`src/rtl/fp_add_sub_seq.sv`:
```
// Multi-cycle IEEE-754 style adder/subtractor: RNE rounding, special values, exception flags.
// Define FP_SUBNORMAL_EN for gradual underflow; without it subnormals flush to zero.
module fp_add_sub_seq #(
  parameter int EXP_W = 8,
  parameter int MAN_W = 23,
  localparam int W = 1 + EXP_W + MAN_W
) (
  input  logic         clk,
  input  logic         reset_n,
  input  logic         in_valid,
  output logic         in_ready,
  input  logic [W-1:0] a,
  input  logic [W-1:0] b,
  input  logic         addsub,
  output logic         out_valid,
  input  logic         out_ready,
  output logic [W-1:0] result,
  output logic [3:0]   flags,
  output logic [2:0]   dbg_state
);
  localparam int SW = MAN_W + 5;  // carry, hidden, fraction, guard, round, sticky
  localparam int XW = EXP_W + 2;
  localparam logic [XW-1:0] EXP_MAX = {2'b00, {EXP_W{1'b1}}};
  localparam logic [W-1:0] QNAN = {1'b0, {EXP_W{1'b1}}, 1'b1, {(MAN_W-1){1'b0}}};

  typedef enum logic [2:0] {S_IDLE, S_ALIGN, S_ADD, S_NORM, S_ROUND, S_DONE} state_t;
  state_t state_q, state_d;

  logic [W-1:0]    a_q, a_d, b_q, b_d, sp_res_q, sp_res_d, result_q, result_d;
  logic [3:0]      sp_flg_q, sp_flg_d, flags_q, flags_d;
  logic            sp_q, sp_d, sign_q, sign_d, sub_q, sub_d, zero_q, zero_d, tiny_q, tiny_d;
  logic [XW-1:0]   exp_q, exp_d, exp_r;
  logic [SW-1:0]   sig_q, sig_d, sy_q, sy_d;
  logic [MAN_W+1:0] mant;
  int              lz;
`ifdef FP_SUBNORMAL_EN
  int              sh;
`endif

  logic [EXP_W-1:0] ea, eb, ex_a, ex_b, x_exp, y_exp, diff;
  logic [MAN_W-1:0] fa, fb, fr_a, fr_b;
  logic             hid_a, hid_b, nan_a, nan_b, snan_a, snan_b, inf_a, inf_b, swap;
  logic [SW-1:0]    x_sig, y_sig, y_sh;
  logic             inx, up;

  // Operand unpacking and alignment, evaluated from the captured operands.
  assign ea     = a_q[W-2:MAN_W];
  assign eb     = b_q[W-2:MAN_W];
  assign fa     = a_q[MAN_W-1:0];
  assign fb     = b_q[MAN_W-1:0];
  assign nan_a  = (&ea) && (|fa);
  assign nan_b  = (&eb) && (|fb);
  assign snan_a = nan_a && !fa[MAN_W-1];
  assign snan_b = nan_b && !fb[MAN_W-1];
  assign inf_a  = (&ea) && !(|fa);
  assign inf_b  = (&eb) && !(|fb);
  assign hid_a  = |ea;
  assign hid_b  = |eb;
`ifdef FP_SUBNORMAL_EN
  assign ex_a = hid_a ? ea : EXP_W'(1);
  assign ex_b = hid_b ? eb : EXP_W'(1);
  assign fr_a = fa;
  assign fr_b = fb;
`else
  assign ex_a = ea;
  assign ex_b = eb;
  assign fr_a = hid_a ? fa : {MAN_W{1'b0}};
  assign fr_b = hid_b ? fb : {MAN_W{1'b0}};
`endif
  assign swap  = {ex_b, hid_b, fr_b} > {ex_a, hid_a, fr_a};
  assign x_exp = swap ? ex_b : ex_a;
  assign y_exp = swap ? ex_a : ex_b;
  assign x_sig = swap ? {1'b0, hid_b, fr_b, 3'b000} : {1'b0, hid_a, fr_a, 3'b000};
  assign y_sig = swap ? {1'b0, hid_a, fr_a, 3'b000} : {1'b0, hid_b, fr_b, 3'b000};
  assign diff  = x_exp - y_exp;
  assign y_sh  = (int'(diff) > MAN_W + 3) ? {{(SW-1){1'b0}}, |y_sig}
               : ((y_sig >> diff) | {{(SW-1){1'b0}}, |(y_sig & ~({SW{1'b1}} << diff))});
  assign inx   = sig_q[2] | sig_q[1] | sig_q[0];
  assign up    = sig_q[2] & (sig_q[1] | sig_q[0] | sig_q[3]);

  always_ff @(posedge clk or negedge reset_n) begin
    if (!reset_n) state_q <= S_IDLE;
    else          state_q <= state_d;
  end

  // Handshake: a transfer happens on a rising edge where valid and ready are both high;
  // in_ready only in IDLE, out_valid held with stable data in DONE until out_ready.
  always_comb begin
    state_d = state_q;
    unique case (state_q)
      S_IDLE:  if (in_valid && in_ready) state_d = S_ALIGN;
      S_ALIGN: state_d = S_ADD;
      S_ADD:   state_d = S_NORM;
      S_NORM:  state_d = S_ROUND;
      S_ROUND: state_d = S_DONE;
      S_DONE:  if (out_ready) state_d = S_IDLE;
      default: state_d = S_IDLE;
    endcase
  end

  always_comb begin
    in_ready  = reset_n && (state_q == S_IDLE);
    out_valid = (state_q == S_DONE);
  end

  assign result    = result_q;
  assign flags     = flags_q;
  assign dbg_state = state_q;

  always_comb begin
    a_d = a_q; b_d = b_q; sp_d = sp_q; sp_res_d = sp_res_q; sp_flg_d = sp_flg_q;
    sign_d = sign_q; sub_d = sub_q; exp_d = exp_q; sig_d = sig_q; sy_d = sy_q;
    zero_d = zero_q; tiny_d = tiny_q; result_d = result_q; flags_d = flags_q;
    lz = 0; mant = '0; exp_r = '0;
`ifdef FP_SUBNORMAL_EN
    sh = 0;
`endif
    unique case (state_q)
      S_IDLE: if (in_valid && in_ready) begin
        a_d = a;
        b_d = {b[W-1] ^ addsub, b[W-2:0]};
      end
      S_ALIGN: begin
        sp_d = 1'b1;
        sp_flg_d = 4'b0000;
        sp_res_d = QNAN;
        if (nan_a || nan_b) sp_flg_d[3] = snan_a | snan_b;
        else if (inf_a && inf_b && (a_q[W-1] != b_q[W-1])) sp_flg_d[3] = 1'b1;
        else if (inf_a) sp_res_d = a_q;
        else if (inf_b) sp_res_d = b_q;
        else sp_d = 1'b0;
        sub_d  = a_q[W-1] ^ b_q[W-1];
        sign_d = swap ? b_q[W-1] : a_q[W-1];
        exp_d  = {2'b00, x_exp};
        sig_d  = x_sig;
        sy_d   = y_sh;
      end
      S_ADD: sig_d = sub_q ? (sig_q - sy_q) : (sig_q + sy_q);
      S_NORM: begin
        zero_d = 1'b0;
        tiny_d = 1'b0;
        for (int i = 0; i < SW - 1; i++) if (sig_q[i]) lz = SW - 2 - i;
        if (sig_q[SW-1]) begin
          sig_d = {1'b0, sig_q[SW-1:2], sig_q[1] | sig_q[0]};
          exp_d = exp_q + XW'(1);
        end else if (sig_q == '0) begin
          zero_d = 1'b1;
          sign_d = sign_q & ~sub_q;  // cancellation gives +0; (-0)+(-0) keeps -0
        end else begin
`ifdef FP_SUBNORMAL_EN
          sh     = (lz < int'(exp_q) - 1) ? lz : int'(exp_q) - 1;
          sig_d  = sig_q << sh;
          exp_d  = exp_q - XW'(sh);
          tiny_d = ~sig_d[SW-2];
`else
          if (lz >= int'(exp_q)) begin
            zero_d = 1'b1;
            tiny_d = 1'b1;
          end else begin
            sig_d = sig_q << lz;
            exp_d = exp_q - XW'(lz);
          end
`endif
        end
      end
      S_ROUND: begin
        mant  = {1'b0, sig_q[SW-2:3]} + {{(MAN_W+1){1'b0}}, up};
        exp_r = exp_q;
        if (mant[MAN_W+1]) begin
          mant  = mant >> 1;
          exp_r = exp_q + XW'(1);
        end
        if (sp_q) begin
          result_d = sp_res_q;
          flags_d  = sp_flg_q;
        end else if (zero_q) begin
          result_d = {sign_q, {(W-1){1'b0}}};
          flags_d  = {2'b00, tiny_q, tiny_q};
        end else if (exp_r >= EXP_MAX) begin
          result_d = {sign_q, {EXP_W{1'b1}}, {MAN_W{1'b0}}};
          flags_d  = 4'b0101;
        end else begin
          // A cleared hidden bit means the value is subnormal, encoded with exponent 0.
          result_d = {sign_q, (mant[MAN_W] ? exp_r[EXP_W-1:0] : {EXP_W{1'b0}}), mant[MAN_W-1:0]};
          flags_d  = {2'b00, tiny_q & inx, inx};
        end
      end
      default: ;
    endcase
  end

  always_ff @(posedge clk or negedge reset_n) begin
    if (!reset_n) begin
      a_q <= '0; b_q <= '0; sp_q <= 1'b0; sp_res_q <= '0; sp_flg_q <= '0;
      sign_q <= 1'b0; sub_q <= 1'b0; exp_q <= '0; sig_q <= '0; sy_q <= '0;
      zero_q <= 1'b0; tiny_q <= 1'b0; result_q <= '0; flags_q <= '0;
    end else begin
      a_q <= a_d; b_q <= b_d; sp_q <= sp_d; sp_res_q <= sp_res_d; sp_flg_q <= sp_flg_d;
      sign_q <= sign_d; sub_q <= sub_d; exp_q <= exp_d; sig_q <= sig_d; sy_q <= sy_d;
      zero_q <= zero_d; tiny_q <= tiny_d; result_q <= result_d; flags_q <= flags_d;
    end
  end
endmodule

```
`config.mk`:
```
export PLATFORM = sky130hd
export DESIGN_NAME = fp_add_sub_seq
export DESIGN_NICKNAME = d
export VERILOG_FILES = /design/src/rtl/fp_add_sub_seq.sv
export SDC_FILE = /design/constraint.sdc
export NUM_CORES = 1
export LEC_CHECK = 0
export BUFFER_PORTS_ARGS = -buffer_cell sky130_fd_sc_hd__buf_2
export CAP_MARGIN = 5
export CORE_MARGIN = 2
export CORE_UTILIZATION = 63
export CTS_CLUSTER_SIZE = 24
export DETAILED_ROUTE_END_ITERATION = 10
export PLACE_DENSITY = 0.89
export SLEW_MARGIN = 0
export SYNTH_ARGS = -nofsm -noshare
export SYNTH_HDL_FRONTEND = slang
export SYNTH_SLANG_ARGS = --single-unit
export TNS_END_PERCENT = 50
```
`constraint.sdc`:
```
create_clock -name clk -period 7.2 [get_ports clk]
set_clock_uncertainty 0.15 [all_clocks]
set_input_delay 1.44 -clock clk [delete_from_list [all_inputs] [get_ports clk]]
set_output_delay 1.44 -clock clk [all_outputs]
set_load 0.01 [all_outputs]
```
* Word-level counts from Yosys, hierarchy flattened
Cells that the tools add are included.
Cells by class: $add $sub $neg 6, $lt $le $gt $ge 4, eq/ne operators 12, shift operators 3, multiplexer cells 77, bitwise operators 14, reductions and logical operators 32
Operator list (count):
- 2-to-1 mux 32 bit | 32
- 2-to-1 mux 28 bit | 5
- one-hot mux 28 bit (3 select lines) | 1
- 2-to-1 mux 31 bit | 2
- OR reduction 28 bit | 2
- 2-to-1 mux 27 bit | 2
- 2-to-1 mux 10 bit | 5
- 2-to-1 mux 24 bit | 2
- 2-to-1 mux 23 bit | 2
- OR reduction 23 bit | 2
- >= comparator 32 x 11 -> 1 bit | 1
- greater-than comparator 32 bit | 1
- left shift 28 x 32 -> 28 bit | 1
- adder 28 bit | 1
- AND 27 x 28 -> 28 bit | 1
- zero test 28 bit | 1
- NOT 28 bit | 1
- OR 28 x 1 -> 28 bit | 1
- left shift 28 x 8 -> 28 bit (first input constant) | 1
- right shift 27 x 8 -> 28 bit | 1
- subtractor 28 bit | 1
- adder 24 x 1 -> 25 bit | 1
- 2-to-1 mux 8 bit | 3
- one-hot mux 10 bit (2 select lines) | 1
- other kinds (32) | 77
Word-level totals: bits in registers 207, bits of input ports 69, logic and storage cells 164

* Depth between registers and ports, before layout
depth after elaboration 33, depth in mapped cells 27, gate-level depth less buffers 24

* Least setup slack after synthesis
Ideal clock, no wire load.
path kind register to register, start point reg b_q[24], end point reg sy_q[1], arrival 5.865 ns, data required time 6.908 ns, setup slack 1.043 ns, cell stages (with the launch flop) 26, period minus slack after synthesis 6.157 ns, cell sequence dfrtp_1 -> nor4_1 -> nand2_1 -> clkbuf_1 -> nand2_1 -> inv_1 -> ha_1 -> nand4_1 -> nor4_2 -> a21boi_1 -> nor4_1 -> o21ai_2 -> buf_4 -> clkbuf_1 -> clkbuf_1 -> a21oi_1 -> ha_1 -> clkbuf_1 -> clkinv_1 -> clkbuf_1 -> clkbuf_1 -> mux4_2 -> mux2i_1 -> nand2_1 -> a32oi_1 -> o22ai_1
Between the ends: cells in the longest elaborated chain, start to end 8, elaborated cells on any way between the ends 11, classes of those cells add/sub: 1; order compare: 2; shift: 1; mux: 5; bitwise: 1; reduce/logical: 1
RTL lines:
- start: declaration | RTL line 29 | logic [W-1:0] a_q, a_d, b_q, b_d, sp_res_q, sp_res_d, result_q, result_d;
- start signal: assignment | RTL line 194 | a_q <= '0; b_q <= '0; sp_q <= 1'b0; sp_res_q <= '0; sp_flg_q <= '0;
- start signal: assignment | RTL line 198 | a_q <= a_d; b_q <= b_d; sp_q <= sp_d; sp_res_q <= sp_res_d; sp_flg_q <= sp_flg_d;
- OR reduction 8 bit | RTL line 58 | assign hid_b = |eb;
- 2-to-1 mux 23 bit | RTL line 68 | assign fr_b = hid_b ? fb : {MAN_W{1'b0}};
- greater-than comparator 32 bit | RTL line 70 | assign swap = {ex_b, hid_b, fr_b} > {ex_a, hid_a, fr_a};
- 2-to-1 mux 8 bit (on tied branches) | RTL line 71, 72
- subtractor 8 bit | RTL line 75 | assign diff = x_exp - y_exp;
- right shift 27 x 8 -> 28 bit | RTL line 77 | : ((y_sig >> diff) | {{(SW-1){1'b0}}, |(y_sig & ~({SW{1'b1}} << diff))});
- OR 28 x 1 -> 28 bit | RTL line 77
- 2-to-1 mux 28 bit (*) | RTL line 76 | assign y_sh = (int'(diff) > MAN_W + 3) ? {{(SW-1){1'b0}}, |y_sig}
- end signal: assignment | RTL line 199 | sign_q <= sign_d; sub_q <= sub_d; exp_q <= exp_d; sig_q <= sig_d; sy_q <= sy_d;
- end: declaration | RTL line 33 | logic [SW-1:0] sig_q, sig_d, sy_q, sy_d;
Every way passes the cells marked *; elsewhere a longest branch is shown, timed or not. A chain may end at the register's enable or synchronous reset.

* Final worst setup path
start point reg b_q[24], end point reg sy_q[24]
The elaborated chain is that of the path after synthesis.

==> impl_metrics.yaml <==
job:
  maxCapViolCount: 0
setup_path:
  rr_startpoint: "b_q[24]$_DFFE_PN0P_"
  critPathKind: "reg2reg"
  max_stage_delay_ns: 0.94
  path_cells: "nor4_1 -> nand2_1 -> nand2_1 -> inv_1 -> ha_1 -> nand4_1 -> nor4_2 -> a21boi_1 -> nor4_2 -> a2111oi_0 -> a22oi_1 -> o221a_2 -> o21a_1 -> o31a_1 -> nor4_2 -> nand2_1 -> nor2_2 -> a32o_1"
  crit_required_ns: 7.50
  r2r_setup_slack_ns: 0.39
  critical-path-slowest-cell: "a2111oi_0"
  worst-path-max-fanout: 24
  setup.worst_path.end: "sy_q[24]$_DFFE_PN0P_"
  worstReg2RegEnd: "sy_q[24]$_DFFE_PN0P_"
  end_kind: "register"
  rr_worst_depth: 18
  worstPathArrival_ns: 7.11
  worst_setup_path_start_kind: "register"
  critPathLaunch: "b_q[24]$_DFFE_PN0P_"
logic_synthesis:
  yosysSeqAreaShare_pct: 30.1
  async_flop_share_pct: 100
  synth_area_leaders: "dfrtp_1 30%, mux2i_1 5.8%, ha_1 5.3%"
  synth_edf_count: 0
  ys_seq_elements: 206
  yosys_warnings: 0
  syn_nets: 2204
  synth_ff_type: "dfrtp_1"
  post_synth.cell_area_avg_um2: 8.31
  syn_area_mm2: 0.0171
  ys_types: 92
  synth_top_area_cell: "dfrtp_1"
  yosysTopAreaCellShare_pct: 30.1
  synth_cells: 2060
timing:
  setup_ws_ns: 0.389
  grt_setup_unrepaired: "false"
  finalSetupTns_ns: 0
  fin_crit_ns: 6.81
  finalMaxSlewViolations: 0
  worstMarginPinSlew_ns: 1.23
  min_period_over_period_pct: 94.6
  hold_viol: 0
  setup_viol: 0
  fin_hold_ws_ns: 0.325
  slew_headroom_pct: 17.3
  timing.fmax_ghz: 0.147
route:
  totalWireLength_mm: 55.1
  drc: 0
  wl_per_cell_um: 22.5
  wl_met3_mm: 5.40
  vias: 16800
  drt-met1-wl_mm: 22.3
  postRouteAntennaNets: 0
  firstDrtPassIters: 9
  top_layer: "met4"
  vias_per_cell: 6.88
  wl_met2_mm: 24.5
  drt_iter0_markers: 2127
finish:
  syn_to_final_growth_pct: 9.22
  layout-drive-gt1-share_pct: 15.0
  final_nets: 2229
  final_cell_mix: "235 x nand2_1, 211 x nor2_1, 206 x dfrtp_1, 120 x o21ai_0, 111 x a21oi_1"
  final_util_pct: 69.8
  fill_cells: 2096
  antenna_cells: 0
  layout_commonest_cell: "nand2_1"
outcome:
  status: "finished, final reports clean"
clocking:
  cts_buffers: 23
  clock_sinks: 206
  hold_buffers: 0
  insertion_delay_ns: 0.52
  cts.repair_timing.setup_buffer_count: 0
  postCtsResizedCells: 0
  cts_root_buf: "clkbuf_16"
  cts-htree-levels: 1
  clk_transition_reported_paths_ns: 0.06
  cts_tree: "yes"
  cts.path.max_buffers: 3
floorplanning:
  row_count: 60
  die_y_um: 169
  initial_core_util_pct: 63.9
  die_w_um: 169
  num_io_pins: 110
  die_area_mm2: 0.0285
  design.core.area_mm2: 0.0268
placed_design:
  io_buffers: 109
  gp_congestion: 1.02
  post-place-ws_ns: 0.585
  place_hpwl_mm: 41.6
global_routing:
  grt_pass1_wl_mm: 87.3
  grt_pass1_vias: 16000
  antenna_found_initial: 0
  grt_usage_pct: 38.5
  grt_max_degree: 77
  overflow: 0
worst_hold_path:
  hold_path.class: "reg2reg"
[through the flow]
step,std cells,cell area (um2)
floorplan,2060,17100
global placement,2401,17800
detailed placement,2401,17800
CTS,2442,18700
global route,2442,18700
finish,2442,18700
[worst min-delay path by stage]
stage                                    end  cells past startpoint  slack [ns]                startpoint
detailed placement  sp_res_q[26]$_DFFE_PN0P_                      1        0.31  sp_res_q[26]$_DFFE_PN0P_
finish                 result[9]$_DFFE_PN0P_                      2        0.33     result[9]$_DFFE_PN0P_
global route        sp_res_q[27]$_DFFE_PN0P_                      1        0.33  sp_res_q[27]$_DFFE_PN0P_
global placement    sp_res_q[26]$_DFFE_PN0P_                      1        0.30  sp_res_q[26]$_DFFE_PN0P_
floorplan           sp_res_q[30]$_DFFE_PN0P_                      1        0.28  sp_res_q[30]$_DFFE_PN0P_
CTS                 sp_res_q[26]$_DFFE_PN0P_                      1        0.33  sp_res_q[26]$_DFFE_PN0P_
[worst max-delay path: cells and delay by family, from the launching register on]
kind                     cells  cell delay [ns]
adder cells (fa/ha/maj)      1             0.32
AND/OR/NAND/NOR              9             3.05
buffers and inverters        1             0.09
flip-flops                   1             0.47
AO/OA/AOI/OAI                7             2.66
[cells by family after synthesis]
logic type      after synthesis  synth area share, %
compound gates              565                 22.4
xor+xnor                     73                 3.74
fa+ha+maj                    75                 5.57
buf+inv                     226                 5.15
flops                       206                 30.1
mux                         194                 13.0
simple gates                721                 20.0
[final cells by class]
cell class / instances / area (um2) / area share (%)
multi-input cells: 1628 / 11100 / 59.6
flip-flops and latches: 206 / 5150 / 27.6
repair buffers: 141 / 807 / 4.32
clock buffers: 26 / 607 / 3.25
well taps: 341 / 427 / 2.28
inverters: 85 / 319 / 1.71
clock inverters: 15 / 245 / 1.31
[Yosys cell counts, drive strengths merged (8+ instances only)]
library cell and n:
nand2 236, nor2 214, dfrtp 206, o21ai 134
clkbuf 114, a21oi 113, mux2i 99, inv 82
mux2 80, ha 73, xnor2 56, nor3 39
a31oi 38, nor4 38, and2 35, nand3 34
buf 27, o211ai 26, a211oi 25, nand2b 24
a21o 23, nand4 22, o31ai 17, xor2 17
and3 16, a221oi 15, mux4 15, a2bb2oi 14
a22oi 13, a222oi 12, a22o 12, nor2b 12
o21a 11, or2 11, or3 11, o221ai 10
a21boi 9, a221o 8, and4 8
[state kept, by name, summed over array words and instances, names as in the netlist, 3 cells and up]
| register | count |
|---|---|
| sp_res_q | 32 |
| exp_q | 10 |
| sy_q | 27 |
| sig_q | 28 |
| flags | 4 |
| result | 32 |
| a_q | 32 |
| dbg_state | 3 |
| b_q | 32 |
[metal layers]
layer	global-route usage [%]	vias up
met2	59.9	994
li1	-	7617
met5	0	-
met1	52.7	7977
met3	7.32	217
met4	16.6	0
Power is not shown: default switching activity piles up to over one toggle a cycle in this logic, so the estimate is an artifact.
